$ cat src/rtl/alu_muldiv_seq.sv
// Sequential EX-stage ALU with iterative multiply/divide into HI/LO.
// Ports:
//   clk, rst_n          clock, async active-low reset
//   in_valid/in_ready   issue handshake; in_ready high only while IDLE
//   alu_op, funct       operation select (funct decoded when alu_op==2)
//   shamt               shift amount for SLL/SRL/SRA
//   op_a, op_b          operands
//   out_valid           one-cycle completion pulse
//   result              registered result
//   overflow, div_zero, illegal  status flags, valid with out_valid
module alu_muldiv_seq #(
  parameter int unsigned WIDTH = 32,
  localparam int unsigned SHW = $clog2(WIDTH)
) (
  input  logic             clk,
  input  logic             rst_n,
  input  logic             in_valid,
  output logic             in_ready,
  input  logic [1:0]       alu_op,
  input  logic [5:0]       funct,
  input  logic [SHW-1:0]   shamt,
  input  logic [WIDTH-1:0] op_a,
  input  logic [WIDTH-1:0] op_b,
  output logic             out_valid,
  output logic [WIDTH-1:0] result,
  output logic             overflow,
  output logic             div_zero,
  output logic             illegal
);

  localparam int unsigned W = WIDTH;

  localparam logic [5:0] F_SLL   = 6'd0;
  localparam logic [5:0] F_SRL   = 6'd2;
  localparam logic [5:0] F_SRA   = 6'd3;
  localparam logic [5:0] F_MFHI  = 6'd16;
  localparam logic [5:0] F_MFLO  = 6'd18;
  localparam logic [5:0] F_MULT  = 6'd24;
  localparam logic [5:0] F_MULTU = 6'd25;
  localparam logic [5:0] F_DIV   = 6'd26;
  localparam logic [5:0] F_DIVU  = 6'd27;
  localparam logic [5:0] F_ADD   = 6'd32;
  localparam logic [5:0] F_SUB   = 6'd34;
  localparam logic [5:0] F_AND   = 6'd36;
  localparam logic [5:0] F_OR    = 6'd37;
  localparam logic [5:0] F_SLT   = 6'd42;

  typedef enum logic [1:0] {IDLE, MUL, DIV} state_t;

  state_t         state, state_d;
  logic           in_ready_d, out_valid_d, overflow_d, div_zero_d, illegal_d;
  logic [W-1:0]   result_d, hi, hi_d, lo, lo_d;
  logic [W-1:0]   acc_hi, acc_hi_d, acc_lo, acc_lo_d, dvs, dvs_d;
  logic           neg_q, neg_q_d, neg_r, neg_r_d;
  logic [SHW-1:0] cnt, cnt_d;

  logic [W-1:0]   sum, diff, a_mag, b_mag, sc_res;
  logic           a_neg, b_neg, sc_ovf, sc_ill, start_mul, start_div, last;
  logic [W:0]     mul_sum, div_sh;
  logic [W-1:0]   mul_hi, mul_lo, div_rem, div_quo, fin_q, fin_r;
  logic [2*W-1:0] prod, prod_s;
  logic           div_ge;

  // Next-state, datapath and registered-output values.
  always_comb begin
    state_d     = state;
    out_valid_d = 1'b0;
    result_d    = result;
    overflow_d  = overflow;
    div_zero_d  = div_zero;
    illegal_d   = illegal;
    hi_d        = hi;
    lo_d        = lo;
    acc_hi_d    = acc_hi;
    acc_lo_d    = acc_lo;
    dvs_d       = dvs;
    neg_q_d     = neg_q;
    neg_r_d     = neg_r;
    cnt_d       = cnt;
    sc_res      = '0;
    sc_ovf      = 1'b0;
    sc_ill      = 1'b0;
    start_mul   = 1'b0;
    start_div   = 1'b0;

    sum   = op_a + op_b;
    diff  = op_a - op_b;
    // funct[0]==0 selects the signed variant of MULT/DIV
    a_neg = ~funct[0] & op_a[W-1];
    b_neg = ~funct[0] & op_b[W-1];
    a_mag = a_neg ? -op_a : op_a;
    b_mag = b_neg ? -op_b : op_b;
    last  = (cnt == SHW'(W-1));

    // Shift-add step: conditionally add multiplicand, shift {hi,lo} right.
    mul_sum = {1'b0, acc_hi} + (acc_lo[0] ? {1'b0, dvs} : '0);
    mul_hi  = mul_sum[W:1];
    mul_lo  = {mul_sum[0], acc_lo[W-1:1]};
    prod    = {mul_hi, mul_lo};
    prod_s  = neg_q ? -prod : prod;

    // Restoring step: shift in next dividend bit, subtract if it fits.
    div_sh  = {acc_hi, acc_lo[W-1]};
    div_ge  = (div_sh >= {1'b0, dvs});
    div_rem = div_ge ? W'(div_sh - {1'b0, dvs}) : div_sh[W-1:0];
    div_quo = {acc_lo[W-2:0], div_ge};
    fin_q   = neg_q ? -div_quo : div_quo;
    fin_r   = neg_r ? -div_rem : div_rem;

    unique case (alu_op)
      2'd0: begin
        sc_res = sum;
        sc_ovf = (op_a[W-1] == op_b[W-1]) && (sum[W-1] != op_a[W-1]);
      end
      2'd1: sc_res = op_a & op_b;
      2'd3: begin
        sc_res = diff;
        sc_ovf = (op_a[W-1] != op_b[W-1]) && (diff[W-1] != op_a[W-1]);
      end
      default: begin
        // Shifts act on op_b (the rt operand).
        case (funct)
          F_SLL:  sc_res = op_b << shamt;
          F_SRL:  sc_res = op_b >> shamt;
          F_SRA:  sc_res = $signed(op_b) >>> shamt;
          F_ADD: begin
            sc_res = sum;
            sc_ovf = (op_a[W-1] == op_b[W-1]) && (sum[W-1] != op_a[W-1]);
          end
          F_SUB: begin
            sc_res = diff;
            sc_ovf = (op_a[W-1] != op_b[W-1]) && (diff[W-1] != op_a[W-1]);
          end
          F_AND:  sc_res = op_a & op_b;
          F_OR:   sc_res = op_a | op_b;
          F_SLT:  sc_res = W'($signed(op_a) < $signed(op_b));
          F_MFHI: sc_res = hi;
          F_MFLO: sc_res = lo;
          F_MULT, F_MULTU: start_mul = 1'b1;
          F_DIV, F_DIVU: begin
            start_div = (op_b != '0);
            sc_res    = '1;
          end
          default: sc_ill = 1'b1;
        endcase
      end
    endcase

    unique case (state)
      IDLE: begin
        if (in_valid) begin
          acc_hi_d = '0;
          cnt_d    = '0;
          neg_q_d  = a_neg ^ b_neg;
          neg_r_d  = a_neg;
          if (start_mul) begin
            state_d  = MUL;
            acc_lo_d = b_mag;
            dvs_d    = a_mag;
          end else if (start_div) begin
            state_d  = DIV;
            acc_lo_d = a_mag;
            dvs_d    = b_mag;
          end else begin
            out_valid_d = 1'b1;
            result_d    = sc_res;
            overflow_d  = sc_ovf;
            illegal_d   = sc_ill;
            // Only a DIV/DIVU reaching here has a zero divisor.
            div_zero_d  = (alu_op == 2'd2) && (funct == F_DIV || funct == F_DIVU);
            if (div_zero_d) begin
              lo_d = '1;
              hi_d = op_a;
            end
          end
        end
      end
      MUL: begin
        acc_hi_d = mul_hi;
        acc_lo_d = mul_lo;
        cnt_d    = cnt + SHW'(1);
        if (last) begin
          state_d     = IDLE;
          out_valid_d = 1'b1;
          hi_d        = prod_s[2*W-1:W];
          lo_d        = prod_s[W-1:0];
          result_d    = prod_s[W-1:0];
          overflow_d  = 1'b0;
          div_zero_d  = 1'b0;
          illegal_d   = 1'b0;
        end
      end
      DIV: begin
        acc_hi_d = div_rem;
        acc_lo_d = div_quo;
        cnt_d    = cnt + SHW'(1);
        if (last) begin
          state_d     = IDLE;
          out_valid_d = 1'b1;
          hi_d        = fin_r;
          lo_d        = fin_q;
          result_d    = fin_q;
          overflow_d  = 1'b0;
          div_zero_d  = 1'b0;
          illegal_d   = 1'b0;
        end
      end
      default: state_d = IDLE;
    endcase

    in_ready_d = (state_d == IDLE);
  end

  // State and registered outputs.
  always_ff @(posedge clk or negedge rst_n) begin
    if (!rst_n) begin
      state     <= IDLE;
      in_ready  <= 1'b1;
      out_valid <= 1'b0;
      result    <= '0;
      overflow  <= 1'b0;
      div_zero  <= 1'b0;
      illegal   <= 1'b0;
      hi        <= '0;
      lo        <= '0;
      acc_hi    <= '0;
      acc_lo    <= '0;
      dvs       <= '0;
      neg_q     <= 1'b0;
      neg_r     <= 1'b0;
      cnt       <= '0;
    end else begin
      state     <= state_d;
      in_ready  <= in_ready_d;
      out_valid <= out_valid_d;
      result    <= result_d;
      overflow  <= overflow_d;
      div_zero  <= div_zero_d;
      illegal   <= illegal_d;
      hi        <= hi_d;
      lo        <= lo_d;
      acc_hi    <= acc_hi_d;
      acc_lo    <= acc_lo_d;
      dvs       <= dvs_d;
      neg_q     <= neg_q_d;
      neg_r     <= neg_r_d;
      cnt       <= cnt_d;
    end
  end

endmodule
$ cat config.mk
export PLATFORM = sky130hd
export DESIGN_NAME = alu_muldiv_seq
export DESIGN_NICKNAME = d
export VERILOG_FILES = /design/src/rtl/alu_muldiv_seq.sv
export SDC_FILE = /design/constraint.sdc
export NUM_CORES = 1
export LEC_CHECK = 0
export BUFFER_PORTS_ARGS = -buffer_cell sky130_fd_sc_hd__buf_4
export CAP_MARGIN = 20
export CORE_AREA = 2 2 330 251
export CTS_BUF_LIST = sky130_fd_sc_hd__clkbuf_16
export CTS_CLUSTER_DIAMETER = 150
export CTS_CLUSTER_SIZE = 8
export DETAILED_ROUTE_END_ITERATION = 8
export DIE_AREA = 0 0 332 253
export SLEW_MARGIN = 20
export SYNTH_ARGS = -nofsm -noshare
export SYNTH_HDL_FRONTEND = slang
export SYNTH_SLANG_ARGS = --single-unit
$ cat constraint.sdc
create_clock -name clk -period 5 [get_ports clk]
set_input_delay 1 -clock clk [delete_from_list [all_inputs] [get_ports clk]]
set_output_delay 1 -clock clk [all_outputs]
set_load 0.005 [all_outputs]
# Word level (Yosys, flattened, before mapping)
# Index checks and enable logic that the tools add are counted.
# word_totals
regBits,206
input_bits,80
output_inout_bits,37
elab_cells,160
# classes
n_addsub,10
order_cmp,2
eq_ne,31
shift,3
mux,68
n_bitwise,6
n_reduce_logical,25
# op_table
operator,count
2-to-1 mux 32 bit,27
one-hot mux 32 bit (3 select lines),6
one-hot mux 32 bit (11 select lines),1
negator 32 bit,4
2-to-1 mux 64 bit,1
negator 64 bit,1
subtractor 32 bit,2
"== test 6 x 5 -> 1 bit, second input constant",6
adder 32 x 32 -> 33 bit,1
greater-or-equal comparator 33 x 32 -> 1 bit,1
adder 32 bit,1
AND 32 bit,1
< comparator 32 bit,1
bitwise OR 32 bit,1
nonzero test 32 bit,1
left shift 32 x 5 -> 32 bit,1
right shift 32 x 5 -> 32 bit,1
>>> shifter 32 x 5 -> 32 bit,1
"== test 6 bit, second input constant",5
2-to-1 mux 1 bit,20
OR reduction 14 bit,1
"== test 6 x 2 -> 1 bit, second input constant",2
"inequality test 2 bit, second input constant",6
one-hot mux 1 bit (2 select lines),5
29 further kinds,48

# Depth between registers and ports, before layout
# depth
depth_word,9
depth_mapped,23
ltp_nobuf,20

# Worst setup path after synthesis
# No wires, ideal clock.
# synth_path
kind,reg2reg
startpoint,reg acc_hi[1]
endpoint,reg hi[22]
arrival_time_ns,5.020
required_ns,4.854
slack_ns,-0.165
path_stages_with_launch,21
cell_sequence,dfrtp_1 ha_1 or2_2 o21a_1 o311a_1 o21ai_1 and3_1 nor2_1 inv_1 clkbuf_1 clkbuf_1 mux2i_1 ha_1 nand3_1 a2111oi_0 a31oi_1 or3_1 o21ai_0 xor2_1 a221oi_1 a311oi_1
# synth_via
elab_chain_cells,6
elab_cells_between_ends,11
classes_between,add/sub (4); order compare (1); mux (6)
# synth_rtl
item,line,text
start: declaration,53,"logic [W-1:0] acc_hi, acc_hi_d, acc_lo, acc_lo_d, dvs, dvs_d;"
start signal: assignment,242,acc_hi <= acc_hi_d;
subtractor 32 bit / greater-or-equal comparator 33 x 32 -> 1 bit (equally long branches),"105, 104",
2-to-1 mux 32 bit,105,"div_rem = div_ge ? W'(div_sh - {1'b0, dvs}) : div_sh[W-1:0];"
negator 32 bit,108,fin_r = neg_r ? -div_rem : div_rem;
2-to-1 mux 32 bit,108,
2-to-1 mux 32 bit,197,if (last) begin
one-hot mux 32 bit (3 select lines) (*),149,unique case (state)
end signal: assignment,240,hi <= hi_d;
end: declaration,52,"logic [W-1:0] result_d, hi, hi_d, lo, lo_d;"
# Mark *: on every way between the ends. The rest lies on a longest branch, timed or not. The select of a mux whose other input is x is not followed.
# A chain may end at the register's enable or synchronous reset.

# Final worst setup path
# layout_path
startpoint,reg dvs[22]
endpoint,reg hi[26]
# layout_via
elab_chain_cells,6
elab_cells_between_ends,12
classes_between,add/sub (4); order compare (1); mux (7)
# layout_rtl
item,line,text
start: declaration,53,
start signal: assignment,244,dvs <= dvs_d;
"2-to-1 mux 32 bit, or another cell as far along",96,"mul_sum = {1'b0, acc_hi} + (acc_lo[0] ? {1'b0, dvs} : '0);"
adder 32 x 32 -> 33 bit / 2-to-1 mux 32 bit (equally long branches),"96, 105",
negator 64 bit / negator 32 bit (equally long branches),"100, 108",
2-to-1 mux 64 bit / 2-to-1 mux 32 bit (equally long branches),"100, 108",
2-to-1 mux 32 bit (on tied branches),"182, 197",
one-hot mux 32 bit (3 select lines) (*),149,
# Marked as above.

==> summary.txt <==
Clocking
  – Number of buffers created by CTS: 29
  – Setup Buffers After CTS: 0
  – Clock slew at reported path FFs: 0.06 ns
  – CTS tree: yes
  – Clk Latency, worst-skew pair: 0.59 ns
  – Num Clock Sinks: slightly above 200
  – Clock Tree Buf Depth: 3
  – H-tree level count: 1
  – Clock root cell: clkbuf_16

Detailed routing
  – Vias per Instance: 6.27
  – Per-cell routed wire length: between 20 and 30 um
  – DRT antenna net count: 0
  – Total number of vias: 32200
  – Total wire length: roughly 130 mm
  – Iter 0 DRT Violations: 4647
  – Pre-antenna DRT Iters: 7
  – DRC: 0

Timing
  – Slew Viols, Final: 0
  – Final clock skew: 0.0230 ns
  – Fmax: about 210 MHz
  – RSZ-0062 raised after global routing: yes
  – Slew headroom: 24.8%
  – Final setup fails: 0
  – Final Cycle Share: 96.6%
  – Minimum clock period: 4.83 ns
  – Worst Tran Pin Value: around 1.1 ns
  – Final Hold Fails: 0

Synthesis
  – EDFF count, synth: 0
  – Mapped cell area: 28100 um^2
  – Synth async-reset ratio: between 90% and 100%
  – Syn nets: 4125
  – Syn avg cell area: 7.25 um^2
  – Yosys reg bits: 206
  – Synth cell types: 91
  – Primary FF master, synth: dfrtp_1
  – Synth Warn #: 0
  – Post-Syn Instances: approximately 3900
  – Sequential area share after synthesis: 18.4%

Power
  – Internal power: a little over 0.006 W
  – Overall power: 0.0120 W
  – Power Dens Cells: 367 nW/um^2
  – Sequential Power Share: 24.4%
  – Clock share of power: 15.5%
  – P_sw: 0.00596 W
  – Sw Share: 49.5%
  – Leak Pwr: 14.2 nW
  – VDD IR max: 0.286 mV
  – Combinational power share: between 60% and 70%

Floorplan
  – # IOs: around 120
  – Initial core utilization: around a third
  – Core area: about 81000 um^2
  – Die footprint: 84000 um^2
  – Die W: 332 um
  – Die H: 253 um
  – Number of core rows: 91

Global routing
  – Largest net degree at the start of global routing: 109
  – Total Routing Usage GR: a little under a third
  – First-pass GRT wire length: around 200 mm
  – Total grt overflow: 0
  – Vias in the first global route: 29000
  – Initial antenna violation count: 7

Placement
  – Hpwl dp: between 100 and 150 mm
  – Buffers on Ports: 116
  – DP Area: 31900 um^2
  – GPL Wtd Cong: approximately 1.1

Layout
  – Final core occ: 40.5%
  – Area growth from synthesis to layout: 17.0%
  – Nets: 4310
  – Fraction of layout cells with a size suffix above 1: 15.6%
  – Fill count: 8501
  – Post-route cell area: 32800 um^2

Setup path
  – CP startpoint kind: flip-flop
  – CP endpoint kind: flip-flop
  – Reg2Reg Setup Slack: between 0.15 and 0.2 ns
  – WP data required: 5.45 ns
  – CP Max Fanout: 5
  – WS Path Type: reg2reg
  – CP arrival: 5.28 ns

Flow run
  – Max_cap viols: 0

Status
  – Outcome: completed

Min path
  – Hold Crit Class: in2async
## Yosys cell counts (18+ instances only)
cell      instances  area share (%)
a21o_1           56             1.5
or4_1            19            0.51
mux2i_1          93             3.3
o21bai_1         25            0.67
or2_2            19            0.42
a21oi_1         327             5.8
nand2b_1         29            0.65
nor3_1           84             1.5
a31oi_1          48             1.1
nor2_1          401             5.4
or3_1            35            0.78
a211oi_1         49             1.3
inv_1           161             2.2
nand3_1          72             1.3
o21a_1           21            0.56
and2_1           18            0.40
a22oi_1          34            0.91
clkbuf_1        274             3.7
o31ai_1          61             1.6
xor2_1           64             2.0
o21ai_0         387             6.9
dfrtp_1         205              18
nor4_1           22            0.49
o211ai_1         44             1.2
and3_1           22            0.49
a221o_1          51             1.8
mux4_2           44             3.5
xnor2_1         200             6.2
o41ai_1          22            0.69
a221oi_1         67             2.1
ha_1            171             7.6
nand2_1         421             5.6
buf_1            28            0.37
nand4_1          21            0.47
nor2b_1          20            0.45
## through the flow
stage	cells	TNS [ns]	worst slack, ns	hold slack, ns
after detailed placement	5093	0	0.0278	0.465
final	5138	0	0.172	0.276
after floorplan	3870	0	0.0181	0.445
after CTS	5137	0	0.0930	0.272
after global placement	5093	-0.0434	-0.0434	0.459
after global routing	5137	-0.234	-0.0671	0.284
## routing by layer
| metal | vias to the layer above | track usage (%) | part of all wire (%) |
|---|---|---|---|
| li1 | 14600 | - | - |
| met1 | 15500 | 47.9 | 47 |
| met2 | 1908 | 40.9 | 38 |
| met3 | 216 | 8.61 | 13 |
| met4 | 10 | 5.35 | 2.2 |
| met5 | - | 0 | 0.050 |
## worst paths after layout
| check | cells past startpoint | end | start |
|---|---|---|---|
| setup / recovery | 25 | hi[26] | dvs[22] |
| hold / removal | 1 | acc_hi[26] | rst_n |
| min in group clk | 2 | dvs[22] | dvs[22] |
| setup reg to reg | 25 | hi[26] | dvs[22] |
| hold reg to reg | 2 | dvs[22] | dvs[22] |
| max in group asynchronous | 2 | neg_q | rst_n |
## cell type report
| cell class | instances | area [um^2] | share of cell area [%] |
|---|---|---|---|
| repair buffers | 465 | 3580 | 10.9 |
| inverters | 166 | 623 | 1.90 |
| clock inverters | 15 | 61.3 | 0.187 |
| well taps | 1069 | 1340 | 4.07 |
| diodes | 1 | 2.50 | 0.00762 |
| clock buffers | 29 | 726 | 2.21 |
| flip-flops and latches | 206 | 5160 | 15.7 |
| multi-input cells | 3187 | 21300 | 65.0 |
## timing repair
action	CTS	global route
resized for setup	0	29
setup endpoints to repair	0	22
hold buffers	0	0
## cells by family (layout without fill, tap and decap cells)
family,count (synthesis),after routing,share of synthesized area [%]
muxes,152,152,7.45
other,0,1,0
xor gates and xnor gates,264,264,8.24
buffers and inverters,477,675,6.49
DFF,206,206,18.4
AOI/OAI and AO/OA,1371,1371,31.7
and+or+nand+nor,1225,1225,19.8
adders and majority gates,175,175,7.91
## layout by cell type, fill, tap and decap left out, types with 33 or more instances in the layout
cell,instances
a221oi_1,66
ha_1,166
a22oi_1,34
nand3_1,68
nand2_1,420
nor2_1,399
xor2_1,64
o31ai_1,61
buf_4,457
inv_1,174
a21oi_1,325
a211oi_1,47
a221o_1,51
mux4_2,44
xnor2_1,200
a31oi_1,46
dfrtp_1,203
nor3_1,81
or3_1,33
o211ai_1,44
mux2i_1,92
a21o_1,55
o21ai_0,386
## flip-flops by register name (all words and copies together) (netlist names)
signal     count
neg_q          1
illegal        1
overflow       1
hi            32
lo            32
state          2
in_ready       1
acc_lo        32
out_valid      1
acc_hi        32
cnt            5
dvs           32
neg_r          1
div_zero       1
result        32
## critical path: stages (launching register included)
cell and delay (ns):
dfrtp_1 0.34, inv_1 0.07, ha_1 0.30, nand4_1 0.23, nor4_2 0.35, buf_4 0.16, a31oi_1 0.10, o211a_1 0.27
and3_1 0.19, nor2_4 0.16, inv_1 0.11, buf_4 0.16, a21oi_2 0.16, ha_2 0.22, buf_4 0.16, nand2_1 0.06
nor4_1 0.19, buf_4 0.17, a31oi_1 0.11, buf_4 0.20, nor3_1 0.13, buf_4 0.17, nand4b_1 0.14, a21bo_2 0.25
a31oi_2 0.18, o211ai_1 0.11
## power groups by stage
stage / logic, W / registers (W) / clock network (W)
after global placement: 0.00688 / 0.00292 / 0
after global routing: 0.00778 / 0.00299 / 0.00194
after floorplan: 0.00445 / 0.00251 / 0
final: 0.00724 / 0.00294 / 0.00186
after detailed placement: 0.00691 / 0.00292 / 0
after CTS: 0.00695 / 0.00290 / 0.00187
Note: power is estimated with default switching activity, not from simulation.
